$ cat src/rtl/patch_stream_scheduler_if.sv
// Beat stream from the patch scheduler to the patch-embedding engine.
// The scheduler carries no pixel data: the engine uses patch_idx/beat_idx
// to pick elements out of the patchifier's result array.
interface patch_stream_scheduler_if #(
  parameter int unsigned PIDX_W = 4,
  parameter int unsigned BIDX_W = 4
) ();

  logic              out_valid;
  logic              out_ready;
  logic [PIDX_W-1:0] patch_idx;
  logic [BIDX_W-1:0] beat_idx;
  logic              last_beat;
  logic              last_patch;

  // Scheduler side: drives the beat and its indices, receives backpressure.
  modport master (
    output out_valid,
    output patch_idx,
    output beat_idx,
    output last_beat,
    output last_patch,
    input  out_ready
  );

  // Embedding-engine side.
  modport slave (
    input  out_valid,
    input  patch_idx,
    input  beat_idx,
    input  last_beat,
    input  last_patch,
    output out_ready
  );

endinterface

$ cat src/rtl/patch_stream_scheduler.sv
// patch_stream_scheduler: launches the patchifier, waits for its results,
// streams every patch out beat by beat as (patch_idx, beat_idx), then
// releases the patchifier and pulses done.
// Optional build macro PATCH_SCHED_STALL_CNT_EN adds a 32-bit saturating
// count of backpressured cycles (out_valid && !out_ready) on stall_cnt.
module patch_stream_scheduler #(
  parameter int unsigned TOTAL_NUM_PATCHES = 16,
  parameter int unsigned PATCH_VECTOR_SIZE = 256,
  parameter int unsigned BEAT_ELEMS        = 16
) (
  input  logic        clk,
  input  logic        reset,
  input  logic        start,
  output logic        busy,
  output logic        done,
  output logic        ptf_en,
  input  logic [1:0]  ptf_state,
  output logic        ptf_output_taken,
`ifdef PATCH_SCHED_STALL_CNT_EN
  output logic [31:0] stall_cnt,
`endif
  patch_stream_scheduler_if.master strm
);

  localparam int unsigned BEATS_PER_PATCH = PATCH_VECTOR_SIZE / BEAT_ELEMS;
  // Index widths are kept at least one bit so single-beat or single-patch
  // configurations still elaborate.
  localparam int unsigned PIDX_W = (TOTAL_NUM_PATCHES > 1) ? $clog2(TOTAL_NUM_PATCHES) : 1;
  localparam int unsigned BIDX_W = (BEATS_PER_PATCH > 1) ? $clog2(BEATS_PER_PATCH) : 1;

  localparam logic [1:0] PTF_IDLE = 2'b00;
  localparam logic [1:0] PTF_WORK = 2'b01;
  localparam logic [1:0] PTF_HOLD = 2'b10;

  typedef enum logic [2:0] {
    S_IDLE,
    S_LAUNCH,
    S_WAIT,
    S_STREAM,
    S_RELEASE,
    S_DRAIN
  } state_t;

  state_t            state;
  logic              valid_q;
  logic [PIDX_W-1:0] patch_q;
  logic [BIDX_W-1:0] beat_q;

  logic start_accept;
  logic beat_at_end;
  logic patch_at_end;
  logic xfer;

  // A start coinciding with the done pulse is dropped so done always
  // separates two images by at least one idle cycle.
  assign start_accept = (state == S_IDLE) && start && !done;
  assign beat_at_end  = (beat_q == BIDX_W'(BEATS_PER_PATCH - 1));
  assign patch_at_end = (patch_q == PIDX_W'(TOTAL_NUM_PATCHES - 1));
  assign xfer         = valid_q && strm.out_ready;

  assign strm.out_valid  = valid_q;
  assign strm.patch_idx  = patch_q;
  assign strm.beat_idx   = beat_q;
  assign strm.last_beat  = valid_q && beat_at_end;
  assign strm.last_patch = valid_q && patch_at_end;

  // Sequencer: launch, wait, stream, release, drain.
  always_ff @(posedge clk or negedge reset) begin
    if (!reset) begin
      state            <= S_IDLE;
      busy             <= 1'b0;
      done             <= 1'b0;
      ptf_en           <= 1'b0;
      ptf_output_taken <= 1'b0;
      valid_q          <= 1'b0;
      patch_q          <= '0;
      beat_q           <= '0;
    end else begin
      done             <= 1'b0;
      ptf_output_taken <= 1'b0;
      case (state)
        S_IDLE: begin
          if (start_accept) begin
            state  <= S_LAUNCH;
            busy   <= 1'b1;
            ptf_en <= 1'b1;
          end
        end
        S_LAUNCH: begin
          // A patchifier already holding results skips straight to streaming.
          if (ptf_state == PTF_HOLD) begin
            state   <= S_STREAM;
            ptf_en  <= 1'b0;
            valid_q <= 1'b1;
            patch_q <= '0;
            beat_q  <= '0;
          end else if (ptf_state == PTF_WORK) begin
            state  <= S_WAIT;
            ptf_en <= 1'b0;
          end
        end
        S_WAIT: begin
          if (ptf_state == PTF_HOLD) begin
            state   <= S_STREAM;
            valid_q <= 1'b1;
            patch_q <= '0;
            beat_q  <= '0;
          end
        end
        S_STREAM: begin
          // Indices and valid only move on an accepted beat.
          if (xfer) begin
            if (beat_at_end) begin
              beat_q <= '0;
              if (patch_at_end) begin
                state            <= S_RELEASE;
                valid_q          <= 1'b0;
                patch_q          <= '0;
                ptf_output_taken <= 1'b1;
              end else begin
                patch_q <= patch_q + PIDX_W'(1);
              end
            end else begin
              beat_q <= beat_q + BIDX_W'(1);
            end
          end
        end
        S_RELEASE: begin
          state <= S_DRAIN;
        end
        S_DRAIN: begin
          if (ptf_state == PTF_IDLE) begin
            state <= S_IDLE;
            busy  <= 1'b0;
            done  <= 1'b1;
          end
        end
        default: begin
          state   <= S_IDLE;
          busy    <= 1'b0;
          ptf_en  <= 1'b0;
          valid_q <= 1'b0;
        end
      endcase
    end
  end

`ifdef PATCH_SCHED_STALL_CNT_EN
  // Backpressure counter: cleared per image, saturating, holds after done.
  always_ff @(posedge clk or negedge reset) begin
    if (!reset) begin
      stall_cnt <= '0;
    end else if (start_accept) begin
      stall_cnt <= '0;
    end else if (valid_q && !strm.out_ready && (stall_cnt != 32'hFFFF_FFFF)) begin
      stall_cnt <= stall_cnt + 32'd1;
    end
  end
`endif

endmodule

$ cat src/flat_wrapper.sv
// flat-port wrapper written by rule: the top's interface ports become plain ports
module patch_stream_scheduler_flat 
#(
  parameter int unsigned TOTAL_NUM_PATCHES = 16,
  parameter int unsigned PATCH_VECTOR_SIZE = 256,
  parameter int unsigned BEAT_ELEMS        = 16
)
  (clk, reset, start, busy, done, ptf_en, ptf_state, ptf_output_taken, strm_out_valid, strm_patch_idx, strm_beat_idx, strm_last_beat, strm_last_patch, strm_out_ready);
  patch_stream_scheduler_if #(.PIDX_W(4), .BIDX_W(4)) strm_i ();
  input  logic clk;
  input  logic reset;
  input  logic start;
  output logic busy;
  output logic done;
  output logic ptf_en;
  input  logic [1:0] ptf_state;
  output logic ptf_output_taken;
  output wire logic [$bits(strm_i.out_valid)-1:0] strm_out_valid;
  output wire logic [$bits(strm_i.patch_idx)-1:0] strm_patch_idx;
  output wire logic [$bits(strm_i.beat_idx)-1:0] strm_beat_idx;
  output wire logic [$bits(strm_i.last_beat)-1:0] strm_last_beat;
  output wire logic [$bits(strm_i.last_patch)-1:0] strm_last_patch;
  input wire logic [$bits(strm_i.out_ready)-1:0] strm_out_ready;
  assign strm_out_valid = strm_i.out_valid;
  assign strm_patch_idx = strm_i.patch_idx;
  assign strm_beat_idx = strm_i.beat_idx;
  assign strm_last_beat = strm_i.last_beat;
  assign strm_last_patch = strm_i.last_patch;
  assign strm_i.out_ready = strm_out_ready;
  patch_stream_scheduler #(.TOTAL_NUM_PATCHES(TOTAL_NUM_PATCHES), .PATCH_VECTOR_SIZE(PATCH_VECTOR_SIZE), .BEAT_ELEMS(BEAT_ELEMS)) u_core (.clk(clk), .reset(reset), .start(start), .busy(busy), .done(done), .ptf_en(ptf_en), .ptf_state(ptf_state), .ptf_output_taken(ptf_output_taken), .strm(strm_i));
endmodule
$ cat config.mk
export PLATFORM = sky130hd
export DESIGN_NAME = patch_stream_scheduler_flat
export DESIGN_NICKNAME = d
export VERILOG_FILES = /design/src/rtl/patch_stream_scheduler_if.sv /design/src/rtl/patch_stream_scheduler.sv /design/src/flat_wrapper.sv
export SDC_FILE = /design/constraint.sdc
export NUM_CORES = 1
export LEC_CHECK = 0
export CAP_MARGIN = 20
export CELL_PAD_IN_SITES_DETAIL_PLACEMENT = 1
export CELL_PAD_IN_SITES_GLOBAL_PLACEMENT = 1
export CORE_MARGIN = 3
export CORE_UTILIZATION = 30
export CTS_CLUSTER_DIAMETER = 120
export DETAILED_ROUTE_END_ITERATION = 12
export GPL_TIMING_DRIVEN = 0
export PLACE_DENSITY_LB_ADDON = 0.1
export SLEW_MARGIN = 40
export SYNTH_ARGS = -nofsm -noshare
export SYNTH_HDL_FRONTEND = slang
export SYNTH_SLANG_ARGS = --single-unit
$ cat constraint.sdc
create_clock -name clk -period 1.8 [get_ports clk]
set_input_delay 0.36 -clock clk [delete_from_list [all_inputs] [get_ports clk]]
set_output_delay 0.36 -clock clk [all_outputs]
set_load 0.02 [all_outputs]
* Word-level counts from Yosys, hierarchy flattened *
Index checks and enable logic that the tools add are counted.

cells by class
  reduce and logical (&&, ||, !) cells = 19
  bitwise gates (word level) = 3
  add/sub/neg operators = 2
  eq/ne operators = 17
  multiplexer cells = 34

operator list
  kind                                                                     count
  3-bit 2-to-1 mux                                                         8
  4-bit 2-to-1 mux                                                         6
  3-bit one-hot mux with 6 select lines                                    1
  4-bit one-hot mux with 2 select lines                                    2
  1-bit 2-to-1 mux                                                         14
  2-bit by 1-bit inequality test with 1-bit output, second input constant  7
  1-bit one-hot mux with 3 select lines                                    3
  3-bit AND reduction                                                      3
  4-bit by 1-bit adder with 4-bit output, second input constant            2
  4-bit == test, second input constant                                     2
  4-bit OR reduction                                                       2
  7-bit AND reduction                                                      1
  3-bit by 2-bit == test with 1-bit output, second input constant          2
  3-bit == test, second input constant                                     2
  1-bit logical AND                                                        5
  5-bit AND reduction                                                      1
  4-bit AND reduction                                                      1
  3-bit by 1-bit == test with 1-bit output, second input constant          1
  3-bit logical NOT                                                        1
  3-bit by 1-bit inequality test with 1-bit output, second input constant  1
  1-bit NOT                                                                3
  3-bit OR reduction                                                       1
  2-bit by 1-bit == test with 1-bit output, second input constant          1
  2-bit == test, second input constant                                     1
  other kinds (4)                                                          4

storage, ports and cells
  flip-flop bits (word level) = 16
  output and inout port bits = 15
  logic and storage cells = 83
  bits of input ports = 6

* Longest topological paths before layout *
  depth in word-level cells = 5
  gate-level depth with buffers = 7
  mapped depth without buffers = 6

* Least setup slack after synthesis *
OpenSTA, ideal clock, no wires.

  path kind = register -> register
  start point = register u_core.beat_q[0], in the netlist u_core.strm.beat_idx[0]
  end point = register u_core.state[0]
  clock period less this slack = 1.803 ns
  slack = -0.003 ns
  data required time = 1.661 ns
  setup time = 0.139 ns
  arrival = 1.665 ns
  path buffers = 1
  cell stages (with the launch flop) = 7
  path through = dfrtp_1 ha_1 and3_1 buf_4 and3_1 nor2_1 or4_1

between the ends
  word-level cells in the longest chain between the ends = 3

ends and longest elaborated chain
  what                                                               line                           text
  start, declared                                                    patch_stream_scheduler.sv:47   logic [BIDX_W-1:0] beat_q;
  start signal, assigned                                             patch_stream_scheduler.sv:124  beat_q <= beat_q + BIDX_W'(1);
  4-bit == test                                                      patch_stream_scheduler.sv:57   assign beat_at_end = (beat_q == BIDX_W'(BEATS_PER_PATCH - 1));
  2-bit by 1-bit inequality test with 1-bit output (no source line)  --
  7-bit AND reduction (no source line)                               --
  end signal, assigned                                               patch_stream_scheduler.sv:70   state <= S_IDLE;
  end signal, assigned                                               patch_stream_scheduler.sv:84   state <= S_LAUNCH;
  end signal, assigned                                               patch_stream_scheduler.sv:92   state <= S_STREAM;
  end, declared                                                      patch_stream_scheduler.sv:44   state_t state;

Every way passes these cells.
A chain may end at the register's enable or synchronous reset.

* Worst setup path in the final report *
  start point = register u_core.beat_q[0], in the netlist u_core.strm.beat_idx[0]
  end point = output strm_last_beat

between the ends
  word-level cells in the longest chain between the ends = 2

ends and longest elaborated chain
  what               line                          text
  4-bit == test      patch_stream_scheduler.sv:57
  1-bit logical AND  patch_stream_scheduler.sv:64  assign strm.last_beat = valid_q && beat_at_end;
  end, declared      flat_wrapper.sv:21            output wire logic [$bits(strm_i.last_beat)-1:0] strm_last_beat;

Every way passes these cells.

==> qor.csv <==
metric,value,unit
status,finished clean,
final_max_slew_viol_count,0,
swShare,0.416,
final-hold-violation-count,0,
ant_nets,0,
start_kind,flop,
ctsHtreeMaxLevel,1,
grt_start_max_net_pins,17,
cp.arrival,1390,ps
synth_flop_cell,dfrtp_1,
combPwrFrac,0.463,
fp-row-count,19,
cts_root_buf,clkbuf_4,
finalCritPeriodShare,0.973,
synth_top_area_share,0.422,
maxCapViolCount,0,
tightest_slew,437,ps
multi_input_area,562,um2
p_sw,596,uW
postSynthAreaPerCell,8.88,um2
synthArstFlopShare,1.00,
core_area,2880,um2
crit_fanout,7,
area_growth,39.3,%
clock_sinks,16,
final_nets,144,
post_synth_num_cell_types,37,
yosysMostFrequentCell,dfrtp_1,
dieHeight,62.3,um
avgViaCountPerCell,5.19,
grt_pass1_vias,962,
diodes,0,
vias,918,
wl_per_cell,15.7,um
synth-seq-cells,16,
critical_path_class,reg2out,
drc,0,
dr.first_iter.drc_count,30,
yosysWarnings,0,
finalCriticalPeriod,1750,ps
dieArea,3880,um2
synth_area_leaders,"dfrtp_1 (42%), o21ai_1 (6.3%), nor2_1 (4.3%), nor3b_1 (4.0%), nand2_1 (3.6%)",
startpoint,u_core.strm.beat_idx[0],
initial_core_util,0.330,
power_leakage,0.000578,uW
synth-edff-count,0,
drtPass1Iterations,4,
grt_util_all_layers,0.155,
postSynthCellCount,107,
cts_buffer_depth,2,
io_buffers,20,
antenna_found_initial,0,
p_int,838,uW
fmax,571,MHz
rr_startpoint,u_core.strm.patch_idx[0],
ff2ff_path_depth,5,
cts_tree,yes,
fin_tns_setup,0,ps
clock_latency,300,ps
pwr-share-clk,0.179,
ys_top_cells_by_count,"dfrtp_1 (16), o21ai_1 (12), nor2_1 (11)",
worstPathRequired,1440,ps
dp_cells,169,
yosysSeqAreaShare,0.422,
dp_hpwl,1940,um
r2r_slack,80,ps
die_w,62.3,um
synth_top_cell_by_area,dfrtp_1,
stdcell_count,177,
synth_area,950,um2
synthesis.nets,115,
slew_headroom,0.709,
cts.clk_slew.worst_paths,110,ps
vdd_drop_max,0.496,mV
routabilityCongestion,0.730,
power_density,1080,nW/um2
io_pins,21,
routed_wirelength,2770,um
gr-total-overflow,0,
cts_buffers,3,
p_seq_frac,0.358,
grt_pass1_wl,4810,um
drive_gt1_frac,0.200,
grt_setup_unrepaired,true,
seq_area,402,um2
finClkSkew,2.84,ps
fillers,353,
reg2reg_to,u_core.state[0],
setup_viol,0,
hold_class,in2reg,
cp-end-kind,output port,
endpoint,strm_last_beat,
-- logic make-up after synthesis --
logic type / after synthesis / synth area share
buf+inv: 7 / 0.0408
fa+ha+maj: 2 / 0.0263
flops: 16 / 0.422
simple gates: 52 / 0.312
compound gates: 30 / 0.199
-- routing by layer --
| layer | GRT usage | up-vias | share of wire |
|---|---|---|---|
| li1 | - | 443 | - |
| met1 | 0.210 | 457 | 0.46 |
| met2 | 0.246 | 13 | 0.49 |
| met3 | 0.0234 | 5 | 0.025 |
| met4 | 0.0661 | 0 | 0.019 |
| met5 | 0 | - | 0 |
-- layout by cell type, fill, tap and decap left out, types with 4 or more instances in the layout --
master and instances:
buf_4 4, nor2_1 9, nand3_1 5, dfrtp_1 15
clkdlybuf4s50_1 12, nand2_1 9, o21ai_1 12, nor3b_1 4
-- area by class of cell --
| type | count | share of cell area |
|---|---|---|
| plain buffers | 4 | 0.0180 |
| clock buffers | 4 | 0.0274 |
| inverters | 2 | 0.00568 |
| multi-input cells | 84 | 0.425 |
| flip-flops and latches | 16 | 0.304 |
| well taps | 42 | 0.0397 |
| repair buffers | 25 | 0.181 |
-- how the worst min path moves through the flow --
stage,start,to,cells past startpoint
after detailed placement,u_core.strm.patch_idx[3],u_core.strm.patch_idx[3],1
after floorplan,reset,u_core.busy,0
final,ptf_state[1],u_core.done,3
after CTS,reset,u_core.strm.patch_idx[0],1
after global routing,ptf_state[1],u_core.done,3
after global placement,u_core.strm.patch_idx[3],u_core.strm.patch_idx[3],1
-- critical path: stages, from the launching register on --
cell     delay, ps
dfrtp_2        450
ha_4           170
and3_4         170
and2_1         170
buf_6          130
-- repair_timing --
action / 4_1_cts / 5_1_grt
gates resized for setup: 20 / 10
hold buffers: 0 / 1
setup endpoints to repair: 4 / 2
cloned: 0 / 0
endpoints found under the hold margin: 0 / 16
pin swaps: 0 / 2
setup buffers: 4 / 0
-- flip-flops by register name, indices dropped and copies added, names as in the netlist --
name / flops
u_core.busy: 1
u_core.done: 1
u_core.ptf_en: 1
u_core.ptf_output_taken: 1
u_core.state: 3
u_core.strm.beat_idx: 4
u_core.strm.out_valid: 1
u_core.strm.patch_idx: 4
-- through the flow --
| stage | power [uW] | utilization | hold WS, ps | instance area (um2) | setup WS, ps |
|---|---|---|---|---|---|
| after global placement | 1130 | 0.418 | 487 | 1200 | -300 |
| final | 1430 | 0.460 | 483 | 1320 | 48.0 |
| after detailed placement | 1150 | 0.418 | 495 | 1200 | -339 |
| after global routing | 1560 | 0.460 | 501 | 1320 | -35.7 |
| after CTS | 1410 | 0.446 | 518 | 1280 | 16.4 |
| after floorplan | 924 | - | 64.4 | 951 | 14.1 |
-- power by group through the flow --
| stage | logic (uW) | registers (uW) | clock network, uW |
|---|---|---|---|
| 6_report | 664 | 513 | 257 |
| 5_1_grt | 742 | 531 | 289 |
| 4_1_cts | 637 | 512 | 261 |
| 3_5_place_dp | 627 | 519 | 0 |
| 3_3_place_gp | 617 | 515 | 0 |
| 2_1_floorplan | 380 | 544 | 0 |
(Power assumes the default switching activity.)
